--- src/rtl/down_counter.sv ---
// Loadable down counter with terminal-count pulse, IDLE/RUN/DONE sequencing and auto-reload.
// Define DOWN_CNT_EVT_CNT_EN to add the saturating 8-bit terminal-count event counter (evt_cnt).
module down_counter #(
    parameter int WIDTH = 32
) (
    input  logic             clk,
    input  logic             rst_n,
    input  logic             load,
    input  logic [WIDTH-1:0] load_val,
    input  logic             en,
    input  logic             auto_reload,
    output logic [WIDTH-1:0] cnt,
    output logic             tc,
    output logic             busy,
    output logic             done
`ifdef DOWN_CNT_EVT_CNT_EN
    ,
    output logic [7:0]       evt_cnt
`endif
);

    typedef enum logic [1:0] {
        IDLE = 2'd0,
        RUN  = 2'd1,
        DONE = 2'd2
    } state_t;

    localparam logic [WIDTH-1:0] CNT_ONE  = WIDTH'(1);
    localparam logic [WIDTH-1:0] CNT_ZERO = '0;

    state_t           state_reg, state_next;
    logic [WIDTH-1:0] cnt_reg, cnt_next;
    logic [WIDTH-1:0] reload_reg, reload_next;
    logic             tc_reg, tc_next;

    always_ff @(posedge clk) begin
        if (!rst_n) begin
            state_reg  <= IDLE;
            cnt_reg    <= '0;
            reload_reg <= '0;
            tc_reg     <= 1'b0;
        end else begin
            state_reg  <= state_next;
            cnt_reg    <= cnt_next;
            reload_reg <= reload_next;
            tc_reg     <= tc_next;
        end
    end

    // Load overrides counting, so a load on the terminal cycle suppresses tc.
    always_comb begin
        state_next  = state_reg;
        cnt_next    = cnt_reg;
        reload_next = reload_reg;
        tc_next     = 1'b0;
        if (load) begin
            reload_next = load_val;
            cnt_next    = load_val;
            state_next  = (load_val != CNT_ZERO) ? RUN : IDLE;
        end else begin
            case (state_reg)
                RUN: begin
                    if (en) begin
                        if (cnt_reg == CNT_ONE) begin
                            tc_next = 1'b1;
                            if (auto_reload) begin
                                cnt_next = reload_reg;
                            end else begin
                                cnt_next   = CNT_ZERO;
                                state_next = DONE;
                            end
                        end else begin
                            cnt_next = cnt_reg - CNT_ONE;
                        end
                    end
                end
                default: begin
                    // IDLE and DONE ignore en and hold until load or reset.
                end
            endcase
        end
    end

    assign cnt  = cnt_reg;
    assign tc   = tc_reg;
    assign busy = (state_reg == RUN);
    assign done = (state_reg == DONE);

`ifdef DOWN_CNT_EVT_CNT_EN
    logic [7:0] evt_reg, evt_next;

    always_comb begin
        evt_next = evt_reg;
        if (tc_next && (evt_reg != 8'hFF)) begin
            evt_next = evt_reg + 8'd1;
        end
    end

    always_ff @(posedge clk) begin
        if (!rst_n) begin
            evt_reg <= 8'd0;
        end else begin
            evt_reg <= evt_next;
        end
    end

    assign evt_cnt = evt_reg;
`endif

endmodule

--- config.mk ---
export PLATFORM = sky130hd
export DESIGN_NAME = down_counter
export DESIGN_NICKNAME = d
export VERILOG_FILES = /design/src/rtl/down_counter.sv
export SDC_FILE = /design/constraint.sdc
export NUM_CORES = 1
export LEC_CHECK = 0
export BUFFER_PORTS_ARGS = -buffer_cell sky130_fd_sc_hd__clkbuf_2
export CORE_MARGIN = 1.5
export CORE_UTILIZATION = 45
export CTS_BUF_LIST = sky130_fd_sc_hd__clkbuf_2
export CTS_CLUSTER_SIZE = 10
export DETAILED_ROUTE_END_ITERATION = 10
export PLACE_DENSITY = 0.67
export SYNTH_ARGS = -nofsm -noshare
export SYNTH_HDL_FRONTEND = slang
export SYNTH_SLANG_ARGS = --single-unit
--- constraint.sdc ---
create_clock -name clk -period 5.1 [get_ports clk]
set_input_delay 0.255 -clock clk [delete_from_list [all_inputs] [get_ports clk]]
set_output_delay 0.255 -clock clk [all_outputs]
set_load 0.02 [all_outputs]
# Word-level counts from Yosys, hierarchy flattened
# Cells that the tools add are included.
[op_classes] addsub=1 n_mul=0 div_mod_pow=0 n_lt_le_gt_ge=0 n_eq_ne=4 n_shift=0 n_mux=12 bitwise=3 n_reduce_logical=7
[op_table] cell="two-way mux 32 bit" n=5
[op_table] cell="equality test 32 x 1 -> 1 bit, second input constant" n=1
[op_table] cell="nonzero test 32 bit" n=1
[op_table] cell="subtractor 32 x 1 -> 32 bit, second input constant" n=1
[op_table] cell="two-way mux 2 bit" n=5
[op_table] cell="nonzero test 2 bit" n=3
[op_table] cell="AND reduction 4 bit" n=1
[op_table] cell="OR reduction 4 bit" n=1
[op_table] cell="inverter 1 bit" n=3
[op_table] cell="equality test 2 x 1 -> 1 bit, second input constant" n=1
[op_table] cell="equality test 2 bit, second input constant" n=1
[op_table] cell="two-way mux 1 bit" n=2
[op_table] cell="inequality test 2 bit, second input constant" n=1
[op_table] cell="AND reduction 2 bit" n=1
[totals] reg_bits=67 latchBits=0 ramBits=0 rom_bits=0 input_bits=37 word_cells=31 mem_count=0

# Logic depth before layout (Yosys ltp)
# Gate-level depths: netlist of run 1.
[depth] depth_word=5 mapped_depth=9

# Worst setup path after synthesis of run 1
# OpenSTA, ideal clock, no wires.
[synth_path] path_kind="flip-flop to flip-flop" start="register cnt_reg[17] (netlist: cnt[17])" end="register state_reg[0]" setup_ps=132 t_arrival_ps=2094 t_required_ps=4968 path_slack_ps=2874 path_stages_with_launch=9 n_path_buf=3 cell_sequence="dfxtp_1 -> buf_6 -> nor4_4 -> nand3_4 -> or3_1 -> buf_2 -> buf_2 -> o31ai_1 -> a21oi_1"
[synth_between] elab_chain_len=3
[synth_rtl] element="start: declaration" line="32" rtl="logic [WIDTH-1:0] cnt_reg, cnt_next;"
[synth_rtl] element="start signal: assignment" line="44" rtl="cnt_reg <= cnt_next;"
[synth_rtl] element="equality test 32 x 1 -> 1 bit" line="64" rtl="if (cnt_reg == CNT_ONE) begin"
[synth_rtl] element="nonzero test 2 bit (no line)"
[synth_rtl] element="AND reduction 4 bit (no line)"
[synth_rtl] element="end signal: assignment" line="43" rtl="state_reg <= state_next;"
[synth_rtl] element="end: declaration" line="31" rtl="state_t state_reg, state_next;"
# No other way between the ends.
# A chain may end at the register's enable or synchronous reset.

# Worst setup path after layout of run 1
[layout_path] start="register cnt_reg[0] (netlist: cnt[0])" end="register cnt_reg[13] (netlist: cnt[13])"
[layout_between] elab_chain_len=5 elab_cells_between_ends=6 classes_between="add/sub (1); eq/ne (1); mux (4)"
[layout_rtl] element="subtractor 32 x 1 -> 32 bit / equality test 32 x 1 -> 1 bit (equally long branches)" line="73, 64"
[layout_rtl] element="two-way mux 32 bit *" line="64"
[layout_rtl] element="two-way mux 32 bit *" line="63" rtl="if (en) begin"
[layout_rtl] element="two-way mux 32 bit *" line="61" rtl="case (state_reg)"
[layout_rtl] element="two-way mux 32 bit *" line="56" rtl="if (load) begin"
# Mark *: on every way between the ends. The rest lies on a longest branch, timed or not. The select of a mux whose other input is x is not followed.

==> reports/summary.txt, run 1 <==
Status: complete, but fails checks
Failing checks: negative hold slack
Clock Skew: 0.0261 ns
R2r endpoint: cnt[13]
Core region area: 8180 um2
Ranking of synthesized cells by area: dfxtp_1 36%, mux2i_1 9.3%, nor2_1 4.6%
Clk_lat worst skew: 0.54 ns
Multi-input logic area: 2280 um2
Chip height: 94.6 um
Final hold slack: -0.00689 ns
CTS Buf Count: 9
Yosys reg bits: 67
Post-synth ARST share: 0%
Min-delay worst type: in -> reg
Initial antenna violation count: 0
Final #Nets: 554
Final Non-Filler Cells: 625
Via Count: 3828
Crit-path cells: ha_1 -> nor4b_1 -> nand4_1 -> or3_1 -> nand2_1 -> o221ai_1
Slew margin rel.: 28.7%
Final setup vio count: 0
Maxcap violations: 0
Mean Syn Cell Area: 8.50 um2
Worst-Margin Slew: 1.07 ns
Initial Utilization: 46.2%
Hold Crit Depth: 3
Worst flop-to-flop path startpoint: cnt[0]
Setup TNS Final: 0 ns
DR vias/cell: 6.12
# rows: 33
Worst Hold Path EP: reload_reg[8]
Max stage delay on crit path: 0.90 ns
Setup Crit Path Kind: reg -> reg
Post-synth EDFFs: 0
Synth Instances: 444
I/O pin total: 72
CP Max Fanout: 25
DRT Wirelength: 11500 um
RSZ-0062 raised after global routing: false
GRT Total Usage: 26.5%
VDD IR max: 126 uV
Startpoint types: flip-flop
Post-synthesis cell type count: 56
Cells on worst reg2reg path: 6
Period minus WS final: 3.19 ns
Pwr Total: 1.15 mW
CTS tree: built
Critical path buffer and inverter count: 0
Drt pass-1 iters: 5
Pins Over Slew Limit: 0
H-tree depth: 3
Total leakage power: 1.75 nW
DR WL/cell: 18.5 um
Total inserted antenna cells: 0
Synthesized cell area: 3780 um2
Hold path start: load_val[8]
Net count after synthesis: 483
Top post-synthesis cells by count: 67 x dfxtp_1, 46 x nor2_1, 35 x mux2i_1
DR iter-0 viols: 218
Number of synthesis warnings: 0
Reg clk slew, reported paths: 0.19 ns
Max Freq: 313 MHz
First-pass GRT wire length: 18300 um
Syn-to-layout area delta: 16.6%
Count leader, synth: dfxtp_1
Worst R2R Setup Slack: 1.91 ns
Reg area: 1340 um2
Pin count of the biggest net entering global routing: 70
Hold Vio Cnt, Final: 1
Power Density: 262 nW/um2
DR DRC count: 0
Post-DP HPWL: 7740 um
Setup Fix Bufs, Post-CTS: 0
Largest area contributor in the netlist: dfxtp_1
Worst Path Arrival: 3.57 ns
Post_cts resized: 0
Crit-path leading delay family: simple AND/OR/NAND/NOR gates
Input/output buffers: 71
Synth Flop Type: dfxtp_1
Layout cells sized above 1: 20.8%
CP required: 5.48 ns
Clock Tree Root: clkbuf_2
CTS max path bufs: 2
Grt total ovfl: 0
# clock sinks: 67
Register area share after synthesis: 35.5%
Placed Cells: 595
# fillers: 794
Post-synth top area share: 35.5%
Die X: 94.6 um
Die ar.: 8950 um2
Hold buffers post-CTS: 11
Worst path slowest cell: or3_1
Routed Antenna Nets: 0
Routability cong.: 0.873
Final Cycle Share: 62.6%
Setup crit end kind: flip-flop
Vias in the first global route: 3516
-- placed cells by master, fill, tap and decap left out, drive strengths merged, types with 3 or more instances in the layout --
cell	instances
o2bb2ai	4
o31a	3
o211ai	10
nand2	34
or3	13
mux2i	35
dlygate4sd3	14
xnor2	14
nor2b	4
o21ai	14
clkinv	6
nor4b	3
xor2	5
nand4	9
nand3	22
mux2	6
dfxtp	67
inv	4
nor2	46
nand2b	3
buf	8
a21oi	6
a31oi	14
a22oi	9
clkbuf	82
nor3	20
nor4	18
o221ai	6
o31ai	3
o22ai	5
a22o	7
-- metrics by stage --
step                      util, %  setup WS [ns]  area (um2)
final                        53.8           1.91        4400
after global routing         53.8           1.64        4400
after CTS                    53.5           1.92        4370
after detailed placement     51.2           1.96        4180
after global placement       51.2           2.08        4180
after floorplan                 -           2.87        3780
-- per-layer routing --
layer	GRT usage [%]	vias up	routed length (um)
met5	0	-	0
met4	8.96	0	221
met3	4.51	19	672
met2	42.7	147	5400
met1	35.8	1841	5240
li1	-	1821	-
-- where the power goes --
part / internal [mW] / switching (mW) / leakage (nW)
Clock: 0.0657 / 0.191 / 0.0608
Sequential: 0.558 / 0.0440 / 0.554
Combinational: 0.122 / 0.171 / 1.13
-- tightest hold or removal path: cells and delay by family --
kind / cells / cell delay (ns)
buffers and inverters: 1 / 0.10
AND/OR/NAND/NOR: 1 / 0.07
multiplexers: 1 / 0.07
-- cell families after synthesis --
group / count (synthesis) / synth area share (%)
AOI/OAI and AO/OA: 97 / 18.8
xor gates and xnor gates: 19 / 4.41
adders and majority gates: 2 / 0.663
buffers and inverters: 38 / 4.08
DFF: 67 / 35.5
muxes: 41 / 11.2
and+or+nand+nor: 180 / 25.4
-- worst max path at each step --
stage / cells past startpoint / slack, ns / to / start
after detailed placement: 5 / 1.96 / cnt[13] / cnt[10]
after CTS: 6 / 1.92 / cnt[10] / cnt[0]
after global routing: 6 / 1.64 / cnt[12] / cnt[0]
after global placement: 6 / 2.08 / cnt[10] / cnt[0]
after floorplan: 8 / 2.87 / state_reg[0] / cnt[17]
final: 6 / 1.91 / cnt[13] / cnt[0]
-- cell type report --
cell class	instances	share of cell area, %
Tap cell	105	2.98
Clock buffer	12	1.36
Sequential cell	67	30.5
Multi-Input combinational cell	339	51.8
Timing Repair Buffer	92	12.5
Clock inverter	4	0.398
Inverter	6	0.512
Power figures use the tool's default switching activity.
==> run 2, diff against run 1 <==
- clock period: 5.1 -> 3 ns (I/O delays scaled with it)
==> reports/summary.txt, run 2 (same netlist as run 1, synthesis figures left out) <==
Hold Vio Cnt, Final: 0 (-1)
Period minus WS final: 2.63 ns (-0.560 ns)
Total leakage power: 1.90 nW (+9.1%)
Final #Nets: 590 (+6.5%)
Reg area: 1340 um2 (unchanged)
# rows: 33 (unchanged)
Pins Over Slew Limit: 0 (unchanged)
Clock Tree Root: clkbuf_2
DR WL/cell: 18.6 um (+0.85%)
Setup crit end kind: flip-flop
I/O pin total: 72 (unchanged)
Initial antenna violation count: 0 (unchanged)
Drt pass-1 iters: 5 (unchanged)
Net switching component of the power: 0.728 mW (+79%)
H-tree depth: 3 (unchanged)
Grt total ovfl: 0 (unchanged)
Maxcap violations: 0 (unchanged)
DR DRC count: 0 (unchanged)
Internal power: 1.37 mW (+84%)
Post-DP HPWL: 8460 um (+9.4%)
Seq pwr share: 48.7% (-3.6 points)
Vias in the first global route: 3837 (+9.1%)
VDD IR max: 308 uV (+140%)
DRT Wirelength: 12300 um (+6.5%)
Final Cycle Share: 87.8% (+25 points)
GRT Total Usage: 28.7% (+2.2 points)
Post_cts resized: 0 (unchanged)
Die ar.: 8950 um2 (unchanged)
Routed Antenna Nets: 0 (unchanged)
Setup WS post-layout: 0.366 ns (-1.54 ns)
Slew margin rel.: 45.4% (+17 points)
CP Max Fanout: 15 (-40%)
Setup Crit Path Kind: reg -> reg
Syn-to-layout area delta: 25.6%
Pre-CTS setup slack: 0.405 ns (-1.55 ns)
Via Count: 3978 (+3.9%)
Input/output buffers: 71 (unchanged)
Setup TNS Final: 0 ns (unchanged)
Comb pwr share: 26.2% (+0.7 points)
Layout cells sized above 1: 22.3% (+1.6 points)
First-pass GRT wire length: 19700 um (+7.8%)
CTS Buf Count: 9 (unchanged)
CTS tree: built
Multi-input logic area: 2280 um2 (unchanged)
Routability cong.: 0.898 (+2.8%)
Max Freq: 380 MHz (+21%)
Clock power share: 25.0% (+2.8 points)
Initial Utilization: 46.2% (unchanged)
Power Density: 443 nW/um2 (+69%)
Clock Skew: 0.0332 ns (+0.00713 ns)
Clk_lat worst skew: 0.54 ns (about the same)
Sw Share: 34.7% (-0.56 points)
Final Non-Filler Cells: 660 (+5.6%)
Final hold slack: 0.0844 ns (+0.0913 ns)
DR vias/cell: 6.03 (-1.6%)
Most frequent cells in the layout: 79 x clkbuf_2, 67 x dfxtp_1, 46 x nor2_1
CTS max path bufs: 2 (unchanged)
Hold buffers post-CTS: 33 (+22)
Worst-Margin Slew: 0.815 ns (-0.254 ns)
# clock sinks: 67 (unchanged)
Worst Path Arrival: 3.07 ns (-0.50 ns)
Setup Fix Bufs, Post-CTS: 0 (unchanged)
Die X: 94.6 um (unchanged)
# fillers: 810 (+2.0%)
Reg clk slew, reported paths: 0.19 ns (about the same)
Most common cell after layout, fill and taps aside: clkbuf_2
Placed Cells: 612 (+2.9%)
Pin count of the biggest net entering global routing: 49 (-30%)
Min-delay worst type: in -> reg
Chip height: 94.6 um (unchanged)
DR iter-0 viols: 257 (+18%)
Core region area: 8180 um2 (unchanged)
RSZ-0062 raised after global routing: false
Startpoint types: flip-flop
Final setup vio count: 0 (unchanged)
CP required: 3.43 ns (-2.05 ns)
Status: complete, no violations
Total inserted antenna cells: 0 (unchanged)
-- run 2: path summary, 6_finish.rpt --
| path | from | endpoint | slack [ns] | cells after the start |
|---|---|---|---|---|
| setup / recovery | cnt[0] | state_reg[0] | 0.37 | 7 |
| hold / removal | auto_reload | cnt[21] | 0.08 | 5 |
| setup reg to reg | cnt[0] | state_reg[0] | 0.37 | 7 |
| hold reg to reg | reload_reg[30] | cnt[30] | 0.49 | 2 |
-- run 2: power groups by stage --
stage / combinational, mW / sequential (mW) / clock, mW
5_1_grt: 0.601 / 1.03 / 0.572
3_5_place_dp: 0.509 / 1.04 / 0
2_1_floorplan: 0.308 / 1.06 / 0
3_3_place_gp: 0.504 / 1.04 / 0
6_report: 0.551 / 1.02 / 0.526
4_1_cts: 0.545 / 1.02 / 0.531
-- run 2: area by class of cell --
| class | instances | area share [%] |
|---|---|---|
| Clock buffer | 9 | 0.949 |
| Clock inverter | 6 | 1.21 |
| Inverter | 6 | 0.475 |
| Multi-Input combinational cell | 339 | 48.1 |
| Sequential cell | 67 | 28.3 |
| Tap cell | 105 | 2.77 |
| Timing Repair Buffer | 128 | 18.2 |
-- run 2: per-layer routing --
| layer | global-route usage, % | up-vias | part of all wire, % |
|---|---|---|---|
| met3 | 6.36 | 26 | 7.5 |
| met2 | 46.8 | 183 | 47 |
| li1 | - | 1890 | - |
| met4 | 9.45 | 0 | 2.3 |
| met5 | 0 | - | 0 |
| met1 | 37.4 | 1879 | 43 |
-- run 2: critical path, stage by stage, from the launching register on --
cell and delay (ns):
dfxtp_1 0.50, ha_1 0.19, nor4b_1 0.41, nand4_1 0.18, or3_1 0.66, buf_4 0.29
o31ai_1 0.22, a21oi_1 0.09
-- run 2: metrics by stage --
step | instance area (um2) | power, mW | utilization, %
after floorplan | 3780 | 1.37 | -
after global placement | 4310 | 1.54 | 52.7
after detailed placement | 4310 | 1.55 | 52.7
after CTS | 4740 | 2.10 | 58.0
after global routing | 4740 | 2.21 | 58.0
final | 4740 | 2.10 | 58.0
